File: src/rtl/stopwatch_pkg.sv
// Shared types and constants for the centisecond stopwatch (MM:SS.cc in BCD).
// Pure definitions and one combinational helper; no latency and no backpressure.
package stopwatch_pkg;

    typedef enum logic [1:0] {
        IDLE  = 2'd0,
        RUN   = 2'd1,
        PAUSE = 2'd2,
        LAP   = 2'd3
    } state_t;

    typedef logic [3:0] bcd_t;

    localparam int unsigned CS_ONES_MOD = 10;
    localparam int unsigned CS_TENS_MOD = 10;
    localparam int unsigned S_ONES_MOD  = 10;
    localparam int unsigned S_TENS_MOD  = 6;
    localparam int unsigned M_ONES_MOD  = 10;
    localparam int unsigned M_TENS_MOD  = 6;

    localparam int NUM_DIGITS = 6;

    // Index 0 is the least significant digit (cs_ones).
    localparam int unsigned DIGIT_MOD [NUM_DIGITS] = '{
        CS_ONES_MOD, CS_TENS_MOD, S_ONES_MOD, S_TENS_MOD, M_ONES_MOD, M_TENS_MOD
    };

    localparam logic [23:0] MAX_COUNT = 24'h595999;

    // Value the digit chain will hold after one counted tick.
    function automatic logic [23:0] bcd_inc(input logic [23:0] v);
        logic [23:0] r;
        logic        c;
        r = v;
        c = 1'b1;
        for (int i = 0; i < NUM_DIGITS; i++) begin
            if (c) begin
                if (v[4*i +: 4] == bcd_t'(DIGIT_MOD[i] - 1)) begin
                    r[4*i +: 4] = '0;
                end else begin
                    r[4*i +: 4] = v[4*i +: 4] + 4'd1;
                    c = 1'b0;
                end
            end
        end
        return r;
    endfunction

endpackage

File: src/rtl/stopwatch_counter_bcd_digit.sv
// One BCD digit of the stopwatch count with a combinational carry out.
// Value updates one edge after inc; no backpressure.
module bcd_digit
    import stopwatch_pkg::*;
#(
    parameter int unsigned MODULUS = 10
) (
    input  logic clk,
    input  logic reset,
    input  logic clr,
    input  logic inc,
    output bcd_t value,
    output logic carry
);

    localparam bcd_t TOP = bcd_t'(MODULUS - 1);

    assign carry = inc && (value == TOP);

    always_ff @(posedge clk) begin
        if (reset || clr) begin
            value <= '0;
        end else if (inc) begin
            value <= (value == TOP) ? '0 : value + 4'd1;
        end
    end

endmodule

File: src/rtl/stopwatch_counter.sv
// Stopwatch with run/pause/lap control and a six-digit BCD count; outputs registered.
// disp follows the count register with zero extra latency (frozen in LAP); no backpressure.
module stopwatch_counter
    import stopwatch_pkg::*;
#(
    parameter bit WRAP_EN = 1'b1
) (
    input  logic        clk,
    input  logic        reset,
    input  logic        tick,
    input  logic        start_stop,
    input  logic        clear,
    input  logic        lap,
    output logic [23:0] disp,
    output logic        running,
    output logic        lap_active,
    output logic        wrap
);

    state_t                state;
    state_t                state_next;
    logic [23:0]           count;
    logic [23:0]           count_next;
    logic [23:0]           lap_q;
    logic [23:0]           lap_next;
    logic [NUM_DIGITS:0]   chain;
    logic                  counting;
    logic                  at_max;
    logic                  sat;
    logic                  clear_act;
    logic                  wrap_evt;

    // A tick counts off the current state register, whatever transition happens this edge.
    assign counting  = tick && (state == RUN || state == LAP);
    assign at_max    = (count == MAX_COUNT);
    assign sat       = !WRAP_EN && counting && at_max;
    assign clear_act = clear && (state == PAUSE);
    assign chain[0]  = counting && !sat;
    assign wrap_evt  = chain[NUM_DIGITS] || sat;

    for (genvar i = 0; i < NUM_DIGITS; i++) begin : g_digit
        bcd_digit #(
            .MODULUS (DIGIT_MOD[i])
        ) u_digit (
            .clk   (clk),
            .reset (reset),
            .clr   (clear_act),
            .inc   (chain[i]),
            .value (count[4*i +: 4]),
            .carry (chain[i+1])
        );
    end

    assign count_next = clear_act ? '0 : (chain[0] ? bcd_inc(count) : count);

    always_comb begin
        state_next = state;
        case (state)
            IDLE:    if (start_stop) state_next = RUN;
            RUN:     if (start_stop) state_next = PAUSE;
                     else if (lap)   state_next = LAP;
            LAP:     if (start_stop) state_next = PAUSE;
                     else if (lap)   state_next = RUN;
            PAUSE:   if (clear)      state_next = IDLE;
                     else if (start_stop) state_next = RUN;
            default: state_next = IDLE;
        endcase
        if (sat) begin
            state_next = PAUSE;
        end
    end

    assign lap_next = (state_next == LAP && state != LAP) ? count_next : lap_q;

    always_ff @(posedge clk) begin
        if (reset) begin
            state      <= IDLE;
            lap_q      <= '0;
            disp       <= '0;
            running    <= 1'b0;
            lap_active <= 1'b0;
            wrap       <= 1'b0;
        end else begin
            state      <= state_next;
            lap_q      <= lap_next;
            disp       <= (state_next == LAP) ? lap_next : count_next;
            running    <= (state_next == RUN) || (state_next == LAP);
            lap_active <= (state_next == LAP);
            wrap       <= wrap_evt;
        end
    end

endmodule

File: config.mk
export PLATFORM = sky130hd
export DESIGN_NAME = stopwatch_counter
export DESIGN_NICKNAME = d
export VERILOG_FILES = /design/src/rtl/stopwatch_pkg.sv /design/src/rtl/stopwatch_counter_bcd_digit.sv /design/src/rtl/stopwatch_counter.sv
export SDC_FILE = /design/constraint.sdc
export NUM_CORES = 1
export LEC_CHECK = 0
export ABC_AREA = 1
export CAP_MARGIN = 20
export CORE_MARGIN = 2
export CORE_UTILIZATION = 40
export CTS_CLUSTER_SIZE = 20
export DETAILED_ROUTE_END_ITERATION = 8
export GPL_ROUTABILITY_DRIVEN = 0
export SYNTH_ARGS = -nofsm -noshare
export SYNTH_HDL_FRONTEND = slang
export SYNTH_SLANG_ARGS = --single-unit
File: constraint.sdc
create_clock -name clk -period 5.6 [get_ports clk]
set_input_delay 1.68 -clock clk [delete_from_list [all_inputs] [get_ports clk]]
set_output_delay 1.68 -clock clk [all_outputs]
set_load 0.02 [all_outputs]
==> results of run 1 <==
==> state kept, by name (all words and copies together) (netlist names) <==
| register | flops |
|---|---|
| disp | 24 |
| g_digit.u_digit.value | 24 |
| lap_q | 24 |
| state | 2 |
| lap_active | 1 |
| running | 1 |
| wrap | 1 |
==> critical path, stage by stage <==
cell             delay (ps)
clkdlybuf4s50_1         410
inv_1                    60
nand2_1                  40
o21ai_0                 250
nand3_2                 200
nor2_4                  410
buf_4                   300
nand2_1                  70
o21ai_0                 100
nand2_1                  70
nand2_1                  80
inv_1                    40
==> kinds of logic after synthesis <==
family                     count (synthesis)  synth area share
adders and majority gates                 12            0.0442
xor gates and xnor gates                   4            0.0103
and+or+nand+nor                          244             0.308
DFF                                       77             0.454
AOI/OAI and AO/OA                         67             0.100
buffers and inverters                     72            0.0832
==> power groups by stage <==
stage / registers, mW / logic, mW / clock network [mW]
final: 0.569 / 0.0939 / 0.394
after detailed placement: 0.582 / 0.0949 / 0
after CTS: 0.569 / 0.0953 / 0.404
after global placement: 0.582 / 0.0937 / 0
after global routing: 0.571 / 0.106 / 0.425
after floorplan: 0.592 / 0.0510 / 0
==> per-stage QoR <==
stage | std cells | hold WS (ps) | area, µm² | worst slack, ps
2_1_floorplan | 476 | 447 | 3400 | 2700
4_1_cts | 613 | 474 | 3970 | 2100
3_5_place_dp | 599 | 464 | 3790 | 1730
5_1_grt | 613 | 495 | 3970 | 1890
3_3_place_gp | 599 | 461 | 3790 | 1780
6_report | 613 | 476 | 3970 | 2120
==> worst max path at each step <==
| stage | from | cells after the start | endpoint |
|---|---|---|---|
| 6_report | clear | 12 | disp[10] |
| 5_1_grt | start_stop | 12 | disp[5] |
| 4_1_cts | clear | 11 | disp[5] |
| 3_5_place_dp | clear | 11 | disp[5] |
| 3_3_place_gp | clear | 11 | disp[4] |
| 2_1_floorplan | clear | 11 | disp[4] |
==> cell usage in the layout, fill, tap and decap left out, types with 2 or more instances in the layout <==
master,n
nor2_2,3
clkbuf_8,13
nand4_1,7
inv_1,52
nand3_1,49
nor3_1,2
nand3_2,2
dfxtp_1,77
clkdlybuf4s50_1,31
inv_2,3
a21oi_1,23
buf_4,3
nor2_1,63
nor2_4,2
or2_2,4
o21ai_0,37
o21ai_1,5
ha_1,12
o21bai_1,2
nand2_1,110
xnor2_1,3
==> layer usage <==
layer / wire, µm / share of wire / GRT usage / up-vias
li1: - / - / - / 1571
met1: 3740 / 0.51 / 0.239 / 1304
met2: 3230 / 0.44 / 0.281 / 50
met3: 257 / 0.035 / 0.0313 / 11
met4: 129 / 0.018 / 0.0893 / 0
met5: 0 / 0 / 0 / -
==> final cells by class <==
class | instances | area (µm²) | share of cell area
Multi-Input combinational cell | 327 | 1570 | 0.396
Sequential cell | 77 | 1540 | 0.388
Timing Repair Buffer | 35 | 338 | 0.0850
Inverter | 55 | 206 | 0.0520
Clock buffer | 13 | 179 | 0.0450
Tap cell | 105 | 131 | 0.0331
Clock inverter | 1 | 5.00 | 0.00126
==> run metrics, run 1 <==
row count 33; Max Cap Viol 0; routed len/inst between 10 and 15 µm; flop-to-flop setup slack about 3400 ps; DR vias/cell roughly 4.8; status finished, final reports clean; largest net degree at the start of global routing 60; worst hold path type reg -> reg; post-synth top area cell dfxtp_1; Post-Syn Instances about 480; Synth top area share 0.454; maximum clock frequency 288 MHz; PostCTS Resize Cnt 0; area of the mapped netlist between 3000 and 4000 µm²; Initial Util 0.413; syn_nets just under 500; peak supply drop around 0.00012 V; Synth area leaders dfxtp_1 (45%), nand2_1 (12%), nand3_1 (7.2%); reg-to-reg endpoint disp[10]; layout cell share with drive strength beyond 1 0.0630; Synth top cells by count nand2_1 (110), dfxtp_1 (77), nor2_1 (63), inv_1 (52), nand3_1 (49); vias in the first global route around 2800; Yosys cell types 24; first-pass GRT wire length between 10 and 15 mm; postcts setup bufs 0; Residual DRC 0; Setup CP Type in -> reg; final setup TNS 0 ps; Routed WL roughly 7.4 mm; Hold Path Stages 2; core area a little over 8000 µm²; Critical Path RT 5850 ps; clk_lat worst skew around 350 ps; 1st-pass router iterations 4; Worst R2R Start state[0]; final worst-path cycle share 0.621; final clock skew ~6.0 ps; Hold Vio Cnt, Final 0; DPL Wire Length 5.01 mm; final core occ 0.484; Die Y between 90 and 100 µm; clock sinks 77; vias after detailed routing 2936; Yosys warnings 0; sequential area share after synthesis 0.454; Post-DRT Antenna Nets 0; slew margin rel. 0.440; critical path endpoint category flip-flop; total gr overflow 0; hold wc startpoint lap_q[13]; combinational power share 0.089; antenna violations before repair 0; number of enable flip-flop cells after synthesis 0; Die Wd 96.2 µm; CTS Buf Count 9; die area about 9200 µm²; Int Power 0.802 mW; startpoint types input pin; Switch Pwr 0.256 mW; Flop pwr share 0.538; Design Power about 1.1 mW; Clock transition at path regs about 80 ps; CTS tree done; Leakage roughly 1.7 nW; root buffer cell clkbuf_8; RSZ-0062 raised after global routing no; n_diodes 0; gr usage total 0.180; Clock power frac 0.373; fillers 827; Final Max Tran Viols 0; worst hold endpoint lap_q[13]; Mapped Avg Cell Area about 7.1 µm²; crit path DAT approximately 3700 ps; Post-synth ARST share 0; DR iter-0 viols between 100 and 150; pwr dens roughly 270 nW/µm²; #FFs+latches synth 77; CP max FO 21; min cycle time layout approximately 3500 ps; I/O pins 33; Final Setup Violations 0; switching share of power 0.242; worst-margin pin slew 840 ps; IO buf count 32; clk buf depth 2; CTS hold repair buffers 0; Worst R2R Path Depth 12; most common cell in the synthesized netlist nand2_1; Layout area overhead 17.0%; H-tree levels 3; prevailing post-synth register cell dfxtp_1; Nets roughly 520
(Power assumes the default switching activity.)
==> run 2, diff against run 1 <==
==> constraint.sdc (replaced) <==
create_clock -name clk -period 3.1 [get_ports clk]
set_input_delay 0.93 -clock clk [delete_from_list [all_inputs] [get_ports clk]]
set_output_delay 0.93 -clock clk [all_outputs]
set_load 0.02 [all_outputs]
==> run metrics, run 2 (synthesized netlist as in run 1, its figures left out) <==
Max Cap Viol 0 (unchanged); Worst R2R Start g_digit[0].u_digit.value[0] (was state[0]); final clock skew 12.6 ps (was 6.01 ps); flop-to-flop setup slack 1090 ps (was 3440 ps); Initial Util 0.413 (unchanged); H-tree levels 3 (unchanged); DPL Wire Length 5.19 mm (was 5.01 mm); I/O pins 33 (unchanged); Clock transition at path regs 80 ps (about the same); clock sinks 77 (unchanged); maximum clock frequency between 400 and 500 MHz; total gr overflow 0 (unchanged); Final Setup Violations 0 (unchanged); status finished, final reports clean (unchanged); postcts setup bufs 0 (unchanged); antenna violations before repair 0 (unchanged); vias in the first global route 2756 (was 2781); Nets 529 (was 523); row count 33 (unchanged); cells along the critical path clkdlybuf4s50_1 -> nand2_1 -> inv_2 -> nand3_2 -> nor2_2 -> nand2_1 -> o21ai_0 -> nand2_1 -> o21ai_0 -> nand2_1 -> inv_1 (was clkdlybuf4s50_1 -> inv_1 -> nand2_1 -> o21ai_0 -> nand3_2 -> nor2_4 -> buf_4 -> nand2_1 -> o21ai_0 -> nand2_1 -> nand2_1 -> inv_1); Routed WL 7.63 mm (was 7.35 mm); critical path endpoint category flip-flop (unchanged); largest net degree at the start of global routing 34 (was 60); Hold Vio Cnt, Final 0 (unchanged); layout cell share with drive strength beyond 1 0.0756 (was 0.0630); Layout area overhead 19.9% (was 17.0%); Setup CP Type in -> reg (unchanged); fin worst setup slack 660 ps (was 2120 ps); routed len/inst 12.3 µm (was 12.0 µm); Critical Path RT 3390 ps (was 5850 ps); clk_lat worst skew 350 ps (about the same); final worst-path cycle share 0.787; Leakage 1.78 nW (was 1.73 nW); CP max FO 9 (was 21); clk buf depth 2 (unchanged); Most common cell on crit path nand2_1 (unchanged); CTS hold repair buffers 0 (unchanged); Die Y 96.2 µm (unchanged); DR iter-0 viols 182 (was 114); hold wc startpoint lap_q[9] (was lap_q[13]); slew margin rel. 0.547 (was 0.440); pwr dens 521 nW/µm² (was 266 nW/µm²); vias after detailed routing 3002 (was 2936); CP peak stage delay 470 ps (was 410 ps); Design Power 2.12 mW (was 1.06 mW); commonest cells after routing, fill and taps aside nand2_1 (110), dfxtp_1 (77), nor2_1 (63), inv_1 (52), nand3_1 (49) (unchanged); commonest non-fill, non-tap cell in the layout nand2_1 (unchanged); Hold Path Stages 2 (unchanged); DR vias/cell 4.83 (was 4.79); Top Registers disp x24, g_digit.u_digit.value x24, lap_q x24 (unchanged); pre-CTS setup slack 262 ps (was 1730 ps); CP max stage cell clkdlybuf4s50_1 (unchanged); peak supply drop 0.000247 V (was 0.000124 V); die area 9250 µm² (unchanged); worst hold endpoint lap_q[9] (was lap_q[13]); RSZ-0062 raised after global routing no (unchanged); Die Wd 96.2 µm (unchanged); startpoint types input pin (unchanged); first-pass GRT wire length 12.9 mm (was 12.8 mm); n_diodes 0 (unchanged); min cycle time layout between 2000 and 2500 ps; IO buf count 32 (unchanged); 1st-pass router iterations 5 (was 4); CTS tree done (unchanged); reg-to-reg endpoint disp[13] (was disp[10]); PostCTS Resize Cnt 0 (unchanged); final setup TNS 0 ps (unchanged); Final Max Tran Viols 0 (unchanged); worst-margin pin slew 677 ps (was 840 ps); crit path DAT 2730 ps (was 3730 ps); gr usage total 0.183 (was 0.180); core area 8220 µm² (unchanged); worst hold path type reg -> reg (unchanged); Residual DRC 0 (unchanged); CTS Buf Count 9 (unchanged); Worst R2R Path Depth 11 (was 12); Post-DRT Antenna Nets 0 (unchanged); root buffer cell clkbuf_8 (unchanged)
## run 2: changes by cell type in the layout (fill, tap and decap cells not counted)
| cell | change |
|---|---|
| buf_4 | +6 |
| clkbuf_8 | -4 |
| bufinv_16 | +3 |
| clkbuf_1 | +1 |
| clkinv_4 | +1 |
| clkinvlp_4 | +1 |
## run 2: final cells by class
type / count / area (µm²)
clock buffer: 10 / 128
timing repair buffer: 41 / 383
sequential: 77 / 1540
tap: 105 / 131
multi-input combinational: 327 / 1570
clock inverter: 6 / 111
inverter: 55 / 206
fill: 828 / 4140
## run 2: critical path: cells and delay by family
kind / cells / cell delay, ps
AOI/OAI and AO/OA: 2 / 290
buffers and inverters: 3 / 670
and+or+nand+nor: 6 / 830
## run 2: how the worst max path moves through the flow
| stage | start | end | slack (ps) |
|---|---|---|---|
| after global routing | tick | disp[13] | 410 |
| after global placement | clear | disp[5] | 280 |
| after floorplan | clear | disp[4] | 950 |
| after CTS | clear | disp[5] | 640 |
| after detailed placement | clear | disp[5] | 260 |
| final | tick | disp[13] | 660 |
## run 2: routing by layer
metal / up-vias / wire length (µm) / global-route usage
met4: 0 / 63 / 0.0762
li1: 1586 / - / -
met2: 62 / 3390 / 0.266
met5: - / 0 / 0
met1: 1347 / 3850 / 0.253
met3: 7 / 330 / 0.0493
## run 2: power by group
group	switching, mW	internal (mW)
Sequential	0.0103	1.02
Combinational	0.109	0.0660
Clock	0.383	0.535
## run 2: through the flow
stage | utilization | instance area, µm² | hold slack (ps) | instances
finish | 0.496 | 4070 | 477 | 621
global route | 0.496 | 4070 | 494 | 621
CTS | 0.496 | 4070 | 477 | 621
detailed placement | 0.467 | 3830 | 464 | 605
global placement | 0.467 | 3830 | 461 | 605
floorplan | - | 3400 | 447 | 476
